### src/rtl/hazard_pkg.sv
// Shared types and widths for the pipeline hazard controller.
package hazard_pkg;
  localparam int STATE_W = 2;
  localparam int REG_W   = 5;
  localparam int STAT_W  = 16;

  typedef enum logic [STATE_W-1:0] {
    RUN     = 2'd0,
    MC_WAIT = 2'd1,
    FLUSH   = 2'd2
  } state_t;
endpackage

### src/rtl/mc_timer.sv
// Saturating up-counter for the multi-cycle wait; tc marks the forced-release count.
module mc_timer
  import hazard_pkg::*;
#(
  parameter int CNT_W  = 8,
  parameter int TC_VAL = 254
) (
  input  logic clk,
  input  logic rst,
  input  logic clr,
  input  logic en,
  output logic tc
);
  logic [CNT_W-1:0] count;

  always_ff @(posedge clk or posedge rst) begin
    if (rst)
      count <= '0;
    else if (clr)
      count <= '0;
    else if (en && (count != {CNT_W{1'b1}}))
      count <= count + 1'b1;
  end

  assign tc = (count == CNT_W'(TC_VAL));
endmodule

### src/rtl/pipeline_hazard_ctrl.sv
// Hazard/sequencing controller for the IF/ID and ID/EX registers and the PC.
// Define HAZARD_STATS_EN to add the StallCount/FlushCount statistics ports.
//
// state   | meaning
// RUN     | normal issue; branch, multi-cycle, load-use and jump events handled here
// MC_WAIT | pipeline frozen while the multi-cycle unit works (timeout guarded)
// FLUSH   | extra flush cycles after a taken branch
module pipeline_hazard_ctrl
  import hazard_pkg::*;
#(
  parameter int FLUSH_CYCLES = 1,
  parameter int MC_TIMEOUT   = 255,
  parameter int CNT_W        = 8
) (
  input  logic             Clk,
  input  logic             Rst,
  input  logic             LoadEX,
  input  logic [REG_W-1:0] LoadRtEX,
  input  logic [REG_W-1:0] RsID,
  input  logic [REG_W-1:0] RtID,
  input  logic             RtUsedID,
  input  logic             JumpID,
  input  logic             BranchTakenEX,
  input  logic             McStart,
  input  logic             McDone,
  output logic             PCWrite,
  output logic             IFIDWrite,
  output logic             IFIDFlush,
  output logic             IDEXBubble,
  output logic             IDEXHold,
  output logic             McBusy,
  output logic             McTimeout,
`ifdef HAZARD_STATS_EN
  output logic [STAT_W-1:0] StallCount,
  output logic [STAT_W-1:0] FlushCount,
`endif
  output logic [STATE_W-1:0] StateOut
);
  localparam logic [3:0] FLUSH_INIT = 4'(FLUSH_CYCLES);

  state_t     state, next_state;
  logic [3:0] fcnt, next_fcnt;
  logic       mc_timeout, set_timeout;
  logic       tc, load_use, mc_release;
  logic       pc_write, ifid_write, ifid_flush, idex_bubble, idex_hold, mc_busy;

  assign load_use = LoadEX && (LoadRtEX != '0) &&
                    ((LoadRtEX == RsID) || (RtUsedID && (LoadRtEX == RtID)));
  assign mc_release  = McDone || tc;
  assign set_timeout = (state == MC_WAIT) && tc && !McDone;

  mc_timer #(.CNT_W(CNT_W), .TC_VAL(MC_TIMEOUT - 1)) u_mc_timer (
    .clk (Clk),
    .rst (Rst),
    .clr (state != MC_WAIT),
    .en  (state == MC_WAIT),
    .tc  (tc)
  );

  always_ff @(posedge Clk or posedge Rst) begin
    if (Rst) begin
      state      <= RUN;
      fcnt       <= '0;
      mc_timeout <= 1'b0;
    end else begin
      state <= next_state;
      fcnt  <= next_fcnt;
      if (set_timeout)
        mc_timeout <= 1'b1;
    end
  end

  always_comb begin
    next_state = state;
    next_fcnt  = fcnt;
    case (state)
      RUN: begin
        if (BranchTakenEX) begin
          if (FLUSH_CYCLES > 0) begin
            next_state = FLUSH;
            next_fcnt  = FLUSH_INIT;
          end
        end else if (McStart && !McDone) begin
          next_state = MC_WAIT;
        end
      end
      MC_WAIT: if (mc_release) next_state = RUN;
      FLUSH: begin
        if (BranchTakenEX) begin
          next_fcnt = FLUSH_INIT;
        end else begin
          next_fcnt = fcnt - 1'b1;
          if (fcnt <= 4'd1)
            next_state = RUN;
        end
      end
      default: next_state = RUN;
    endcase
  end

  always_comb begin
    pc_write    = 1'b1;
    ifid_write  = 1'b1;
    ifid_flush  = 1'b0;
    idex_bubble = 1'b0;
    idex_hold   = 1'b0;
    mc_busy     = 1'b0;
    case (state)
      RUN: begin
        if (BranchTakenEX) begin
          ifid_flush  = 1'b1;
          idex_bubble = 1'b1;
        end else if (McStart && !McDone) begin
          pc_write   = 1'b0;
          ifid_write = 1'b0;
          idex_hold  = 1'b1;
          mc_busy    = 1'b1;
        end else if (McStart) begin
          // op finished in its start cycle: nothing to stall
          pc_write = 1'b1;
        end else if (load_use) begin
          pc_write    = 1'b0;
          ifid_write  = 1'b0;
          idex_bubble = 1'b1;
        end else if (JumpID) begin
          ifid_flush = 1'b1;
        end
      end
      MC_WAIT: begin
        if (!mc_release) begin
          pc_write   = 1'b0;
          ifid_write = 1'b0;
          idex_hold  = 1'b1;
          mc_busy    = 1'b1;
        end
      end
      FLUSH: begin
        ifid_flush  = 1'b1;
        idex_bubble = 1'b1;
      end
      default: ;
    endcase
  end

  // reset overrides the Mealy outputs: freeze the PC and bubble ID/EX
  assign PCWrite    = !Rst && pc_write;
  assign IFIDWrite  = !Rst && ifid_write;
  assign IFIDFlush  = !Rst && ifid_flush;
  assign IDEXBubble = Rst || idex_bubble;
  assign IDEXHold   = !Rst && idex_hold;
  assign McBusy     = !Rst && mc_busy;
  assign McTimeout  = mc_timeout;
  assign StateOut   = state;

`ifdef HAZARD_STATS_EN
  always_ff @(posedge Clk or posedge Rst) begin
    if (Rst) begin
      StallCount <= '0;
      FlushCount <= '0;
    end else begin
      if (!PCWrite && (StallCount != {STAT_W{1'b1}}))
        StallCount <= StallCount + 1'b1;
      if (IFIDFlush && (FlushCount != {STAT_W{1'b1}}))
        FlushCount <= FlushCount + 1'b1;
    end
  end
`endif
endmodule

### config.mk
export PLATFORM = sky130hd
export DESIGN_NAME = pipeline_hazard_ctrl
export DESIGN_NICKNAME = d
export VERILOG_FILES = /design/src/rtl/hazard_pkg.sv /design/src/rtl/mc_timer.sv /design/src/rtl/pipeline_hazard_ctrl.sv
export SDC_FILE = /design/constraint.sdc
export NUM_CORES = 1
export LEC_CHECK = 0
export CORE_UTILIZATION = 32
export DETAILED_ROUTE_END_ITERATION = 8
export HOLD_SLACK_MARGIN = 0.02
export PLACE_DENSITY = 0.57
export SETUP_SLACK_MARGIN = 0.02
export SKIP_LAST_GASP = 1
export SLEW_MARGIN = 10
export SYNTH_ARGS = -nofsm -noshare
export SYNTH_HDL_FRONTEND = slang
export SYNTH_SLANG_ARGS = --single-unit
### constraint.sdc
create_clock -name Clk -period 3 [get_ports Clk]
set_input_delay 0.45 -clock Clk [delete_from_list [all_inputs] [get_ports Clk]]
set_output_delay 0.45 -clock Clk [all_outputs]
set_load 0.1 [all_outputs]
### Yosys cells after proc, flatten, opt, wreduce, memory -nomap -nowiden

Cells that the tools add are included.
Widths: inputs -> output; s select.

* register bits: 15
* input bits: 23
* output and inout port bits: 9
* word-level logic and storage cells: 72

* $add $sub $neg: 2
* order comparisons: 1
* equal/unequal tests: 12
* mux-type cells: 32
* reductions and logical operators: 21

Operators by type and width (number)
* $mux 1: 17
* $mux 8: 2
* $eq 5x5->1: 2
* $logic_and 1x1->1: 10
* $mux 2: 5
* $add 8x1->8 const B: 1
* $eq 8x8->1 const B: 1
* $mux 4: 2
* $ne 2x2->1 const B: 4
* $ne 8x8->1 const B: 1
* $pmux 1 s2: 4
* $pmux 4 s2: 1
* $pmux 2 s3: 1
* $reduce_bool 5->1: 1
* $le 4x1->1 const B: 1
* $reduce_and 4->1: 1
* $reduce_bool 2->1: 2
* $sub 4x1->4 const B: 1
* $logic_or 1x1->1: 3
* $ne 3x3->1 const B: 1
* $eq 2x1->1 const B: 1
* $eq 2x2->1 const B: 1
* $logic_not 1->1: 2
* $logic_not 2->1: 1
* 2 further kinds: 2

### Depth between registers and ports, before layout

Gate-level depths: netlist (run 1).

* word-level depth: 10
* mapped depth: 7
* depth with buffers taken out: 5

### Hierarchy

Synthesis (run 1) repeated with hierarchy kept, for this count alone.

* cells, all modules: 126
* area total of the unflattened synthesis: 1104.8 um^2

By module, submodules not included
* pipeline_hazard_ctrl: times used 1, cells an instance 71, area an instance 580.6 um^2, sequential area each 175.2 um^2
* mc_timer: times used 1, cells an instance 55, area an instance 524.3 um^2, sequential area each 200.2 um^2

### Least setup slack after synthesis (run 1)

OpenSTA, ideal clock, no wires.

* path type: reg2out
* start: reg state[0] (netlist: StateOut[0])
* end: out PCWrite
* data arrival time: 4.532 ns
* data required time: 2.550 ns
* setup slack: -1.982 ns
* stages on the path, launching flop included: 8
* buffers on the path: 3
* cell sequence: dfrtp_1 buf_4 nand2b_1 clkbuf_1 nor2_1 a32o_1 a211oi_1 buf_4

* cells in the longest elaborated chain, start to end: 3
* elaborated cells between the ends (all ways): 4
* those cells by class: eq/ne (1); mux (1); reduce/logical (2)

Ends and longest elaborated chain
* from (decl): line pipeline_hazard_ctrl.sv:41 `state_t state, next_state;`
* from (signal assigned): line pipeline_hazard_ctrl.sv:66 `state <= next_state;`
* $eq 2x1->1 or $logic_not 2->1 (tied branches)
* $pmux 1 s2 *
* $logic_and 1x1->1 *
* to (decl): line pipeline_hazard_ctrl.sv:26 `output logic PCWrite,`

Mark *: on every way between the ends. The rest lies on a longest branch, timed or not.

### Worst setup path in the final report (run 1)

* start: in LoadRtEX[1]
* end: out IFIDWrite

* cells in the longest elaborated chain, start to end: 10
* elaborated cells between the ends (all ways): 13
* those cells by class: eq/ne (2); mux (5); reduce/logical (6)

Ends and longest elaborated chain
* from (decl): line pipeline_hazard_ctrl.sv:18 `input logic [REG_W-1:0] LoadRtEX,`
* $eq 5x5->1: line pipeline_hazard_ctrl.sv:48 `((LoadRtEX == RsID) || (RtUsedID && (LoadRtEX == RtID)));`
* $logic_and 1x1->1: line pipeline_hazard_ctrl.sv:48
* $logic_or 1x1->1: line pipeline_hazard_ctrl.sv:48
* $logic_and 1x1->1 *: line pipeline_hazard_ctrl.sv:47 `assign load_use = LoadEX && (LoadRtEX != '0) &&`
* $mux 1 *: line pipeline_hazard_ctrl.sv:121 `end else if (load_use) begin`
* $mux 1 *: line pipeline_hazard_ctrl.sv:118 `end else if (McStart) begin`
* $mux 1 *: line pipeline_hazard_ctrl.sv:113 `end else if (McStart && !McDone) begin`
* $mux 1 *: line pipeline_hazard_ctrl.sv:110 `if (BranchTakenEX) begin`
* $pmux 1 s2 *: line pipeline_hazard_ctrl.sv:108 `case (state)`
* $logic_and 1x1->1 *: line pipeline_hazard_ctrl.sv:147 `assign IFIDWrite = !Rst && ifid_write;`
* to (decl): line pipeline_hazard_ctrl.sv:27 `output logic IFIDWrite,`

Marked as above.

==> results.toml, run 1 <==
[floorplan]
initial_utilization_pct = 34.5
num_rows = 19
die_h_um = 57.3
fp.dieW_um = 57.3
ioPinCount = 32
core-area_mm2 = 0.00283
die_area_mm2 = 0.00328

[sta]
hold_ws_ns = 0.484
min_period_over_period_pct = 93.3
relSlewSlack_pct = 60.9
hold_viol = 0
worst_pin_slew_ns = 0.585
period_needed_ns = 2.80
rsz0062_at_grt = "false"
slew_viol_final = 0
max_freq_mhz = 357
fin_skew_ns = 0.00483
setup_viol = 0

[critical_path]
max_stage_delay_ns = 0.56
path_class = "in2out"
crit_buf_inv = 2
arrival_ns = 2.35
slowest_stage = "or4_1"
cp-start-kind = "primary input"
cp.required_ns = 2.55
cp-end-kind = "output pin"
crit_family = "buffers and inverters"
crit_path_max_fanout = 3
path_cells = "clkdlybuf4s50_1 -> or4_1 -> o21ai_2 -> nor4b_1 -> a211oi_4 -> buf_12"

[global_routing]
grt_overflow = 0
track_usage_pct = 15.7
antenna_found_initial = 0
grt_pass1_vias = 923
grt_max_degree = 16
busiest_layer = "met2"
grt_use_met3_pct = 5.22
grt_pass1_wl_um = 4040
grt_use_met2_pct = 26.6
grt_util_met1_pct = 20.1

[routing]
viasPerCell = 5.25
drc = 0
first_iter_violations = 17
firstDrtPassIters = 4
wl_per_cell_um = 12.7
ant_nets = 0
totalWireLength_um = 2200
vias = 909

[power_and_ir_drop]
p_per_area_mw_per_mm2 = 557
leakagePower_nw = 0.553
vdd_ir_drop_max_mv = 0.389

[worst_hold_path]
min_path_type = "reg2reg"

[layout]
fillers = 282
antenna_cells = 0
finalNonFillerCells = 173
area_delta_synth_final_pct = 43.5
nets = 170
drive_above_1_share_pct = 13.4

[synthesis]
ys_warn_count = 0
ys_types = 30
synth_seq_cells = 15
syn_inst = 113
syn_area_um2 = 977
ys.flop_type = "dfrtp_1"
synth-edff-count = 0
async_reset_ff_share_pct = 100
seq_area_frac_synth_pct = 38.4
synth.avg_cell_area_um2 = 8.65
synth_nets = 140

[clock_network]
postCtsSetupBuffers = 0
cts_inserted_buffers = 3
root_buffer = "clkbuf_4"
clock_path_buffers = 2
cts_htree_levels = 1
cts_hold_buf = 0
numClockSinks = 15
cts.clk_slew.worst_paths_ns = 0.09
cts_tree = "built"
cts_resized = 0
worstSkewPairLatency_ns = 0.28

[outcome]
outcome = "completed"

[placement]
place.gp.congestion = 0.729
hpwl_um = 1780
portBuffers = 31
dpl.cell_count = 169

[job]
cap_violations = 0
## state kept, by name (all words and copies together) (netlist names)
register          count
fcnt                  4
McTimeout             1
u_mc_timer.count      8
StateOut              2
## area by class of cell
cell class	instances	area (um^2)	area share, %
Clock buffer	3	22.5	1.61
Clock inverter	1	5.00	0.357
Inverter	6	22.5	1.61
Multi-Input combinational cell	86	571	40.7
Sequential cell	15	380	27.1
Tap cell	31	38.8	2.77
Timing Repair Buffer	31	363	25.9
## placed cells by master (no fill, tap or decap), drive strengths merged
master and n:
ha 4, clkbuf 3, or4b 1, clkinv 1
nor4b 1, and3 1, or4 1, buf 9
dfrtp 15, nand2 7, nand2b 2, and4 1
a211o 2, a211oi 3, o21ai 5, o31ai 2
nand3 4, nor3b 2, a32o 1, nor3 7
nor2 14, inv 6, a21oi 7, o22ai 2
clkdlybuf4s50 22, xnor2 12, nand4 3, or3 1
a31oi 3
## stage by stage
step,instance area (um^2),setup slack [ns],utilization [%],TNS (ns),power [mW]
after floorplan,1030,-0.173,-,-0.173,0.558
after global placement,1380,0.235,48.6,0,0.666
after detailed placement,1380,0.224,48.6,0,0.674
after CTS,1400,0.210,49.6,0,0.794
after global routing,1400,0.111,49.6,0,0.842
final,1400,0.202,49.6,0,0.781
## path summary, 6_finish.rpt
path / from / cells past startpoint / end / slack, ns
worst min register to register: McTimeout / 2 / McTimeout / 0.48
max in group asynchronous: Rst / 2 / StateOut[0] / 1.80
min in group asynchronous: Rst / 2 / u_mc_timer.count[1] / 0.76
worst min-delay path: McTimeout / 2 / McTimeout / 0.48
worst max register to register: u_mc_timer.count[0] / 5 / u_mc_timer.count[6] / 1.47
worst max-delay path: LoadRtEX[1] / 6 / IFIDWrite / 0.20
## report_power, final
part / switching (mW) / internal (mW)
logic: 0.231 / 0.142
clock network: 0.0648 / 0.0495
registers: 0.0540 / 0.239
total: 0.350 / 0.431
## cells by family (layout without fill, tap and decap cells)
group / after synthesis / count (layout) / synth area share (%)
AO/OA/AOI/OAI: 25 / 25 / 16.4
AND/OR/NAND/NOR: 45 / 45 / 23.3
adder cells (fa/ha/maj): 4 / 4 / 5.12
buffers and inverters: 12 / 41 / 6.02
flip-flops: 15 / 15 / 38.4
XOR/XNOR: 12 / 12 / 10.8
## layer usage
layer / vias to the layer above / part of all wire (%)
met3: 2 / 6.9
met1: 417 / 46
met4: 0 / 0.32
met2: 33 / 46
met5: - / 0
li1: 457 / -
## tightest hold or removal path, cell delays in order (launching register included)
cell     delay [ns]
dfrtp_1        0.36
inv_1          0.05
o31ai_1        0.05
## synth_stat cells, types with 3 or more instances
cell type   n  area [um^2]
inv_1       6         22.5
nand3_1     4         20.0
a21oi_1     7         35.0
ha_1        4         50.1
nor2_1     14         52.6
o21ai_0     3         15.0
nor3_1      7         35.0
dfrtp_1    15          375
nand4_1     3         18.8
nand2_1     7         26.3
a211oi_1    3         22.5
a31oi_1     3         18.8
buf_4       3         22.5
xnor2_1    12          105
Note: power is estimated with default switching activity, not from simulation.
==> inputs of run 2 (changes only) <==
--- a/config.mk
+++ b/config.mk
@@ -10,7 +10,6 @@
 export HOLD_SLACK_MARGIN = 0.02
 export PLACE_DENSITY = 0.57
 export SETUP_SLACK_MARGIN = 0.02
-export SKIP_LAST_GASP = 1
 export SLEW_MARGIN = 10
 export SYNTH_ARGS = -nofsm -noshare
 export SYNTH_HDL_FRONTEND = slang
==> results of run 2 <==
Final layout, timing and power as in run 1 (identical DEF).
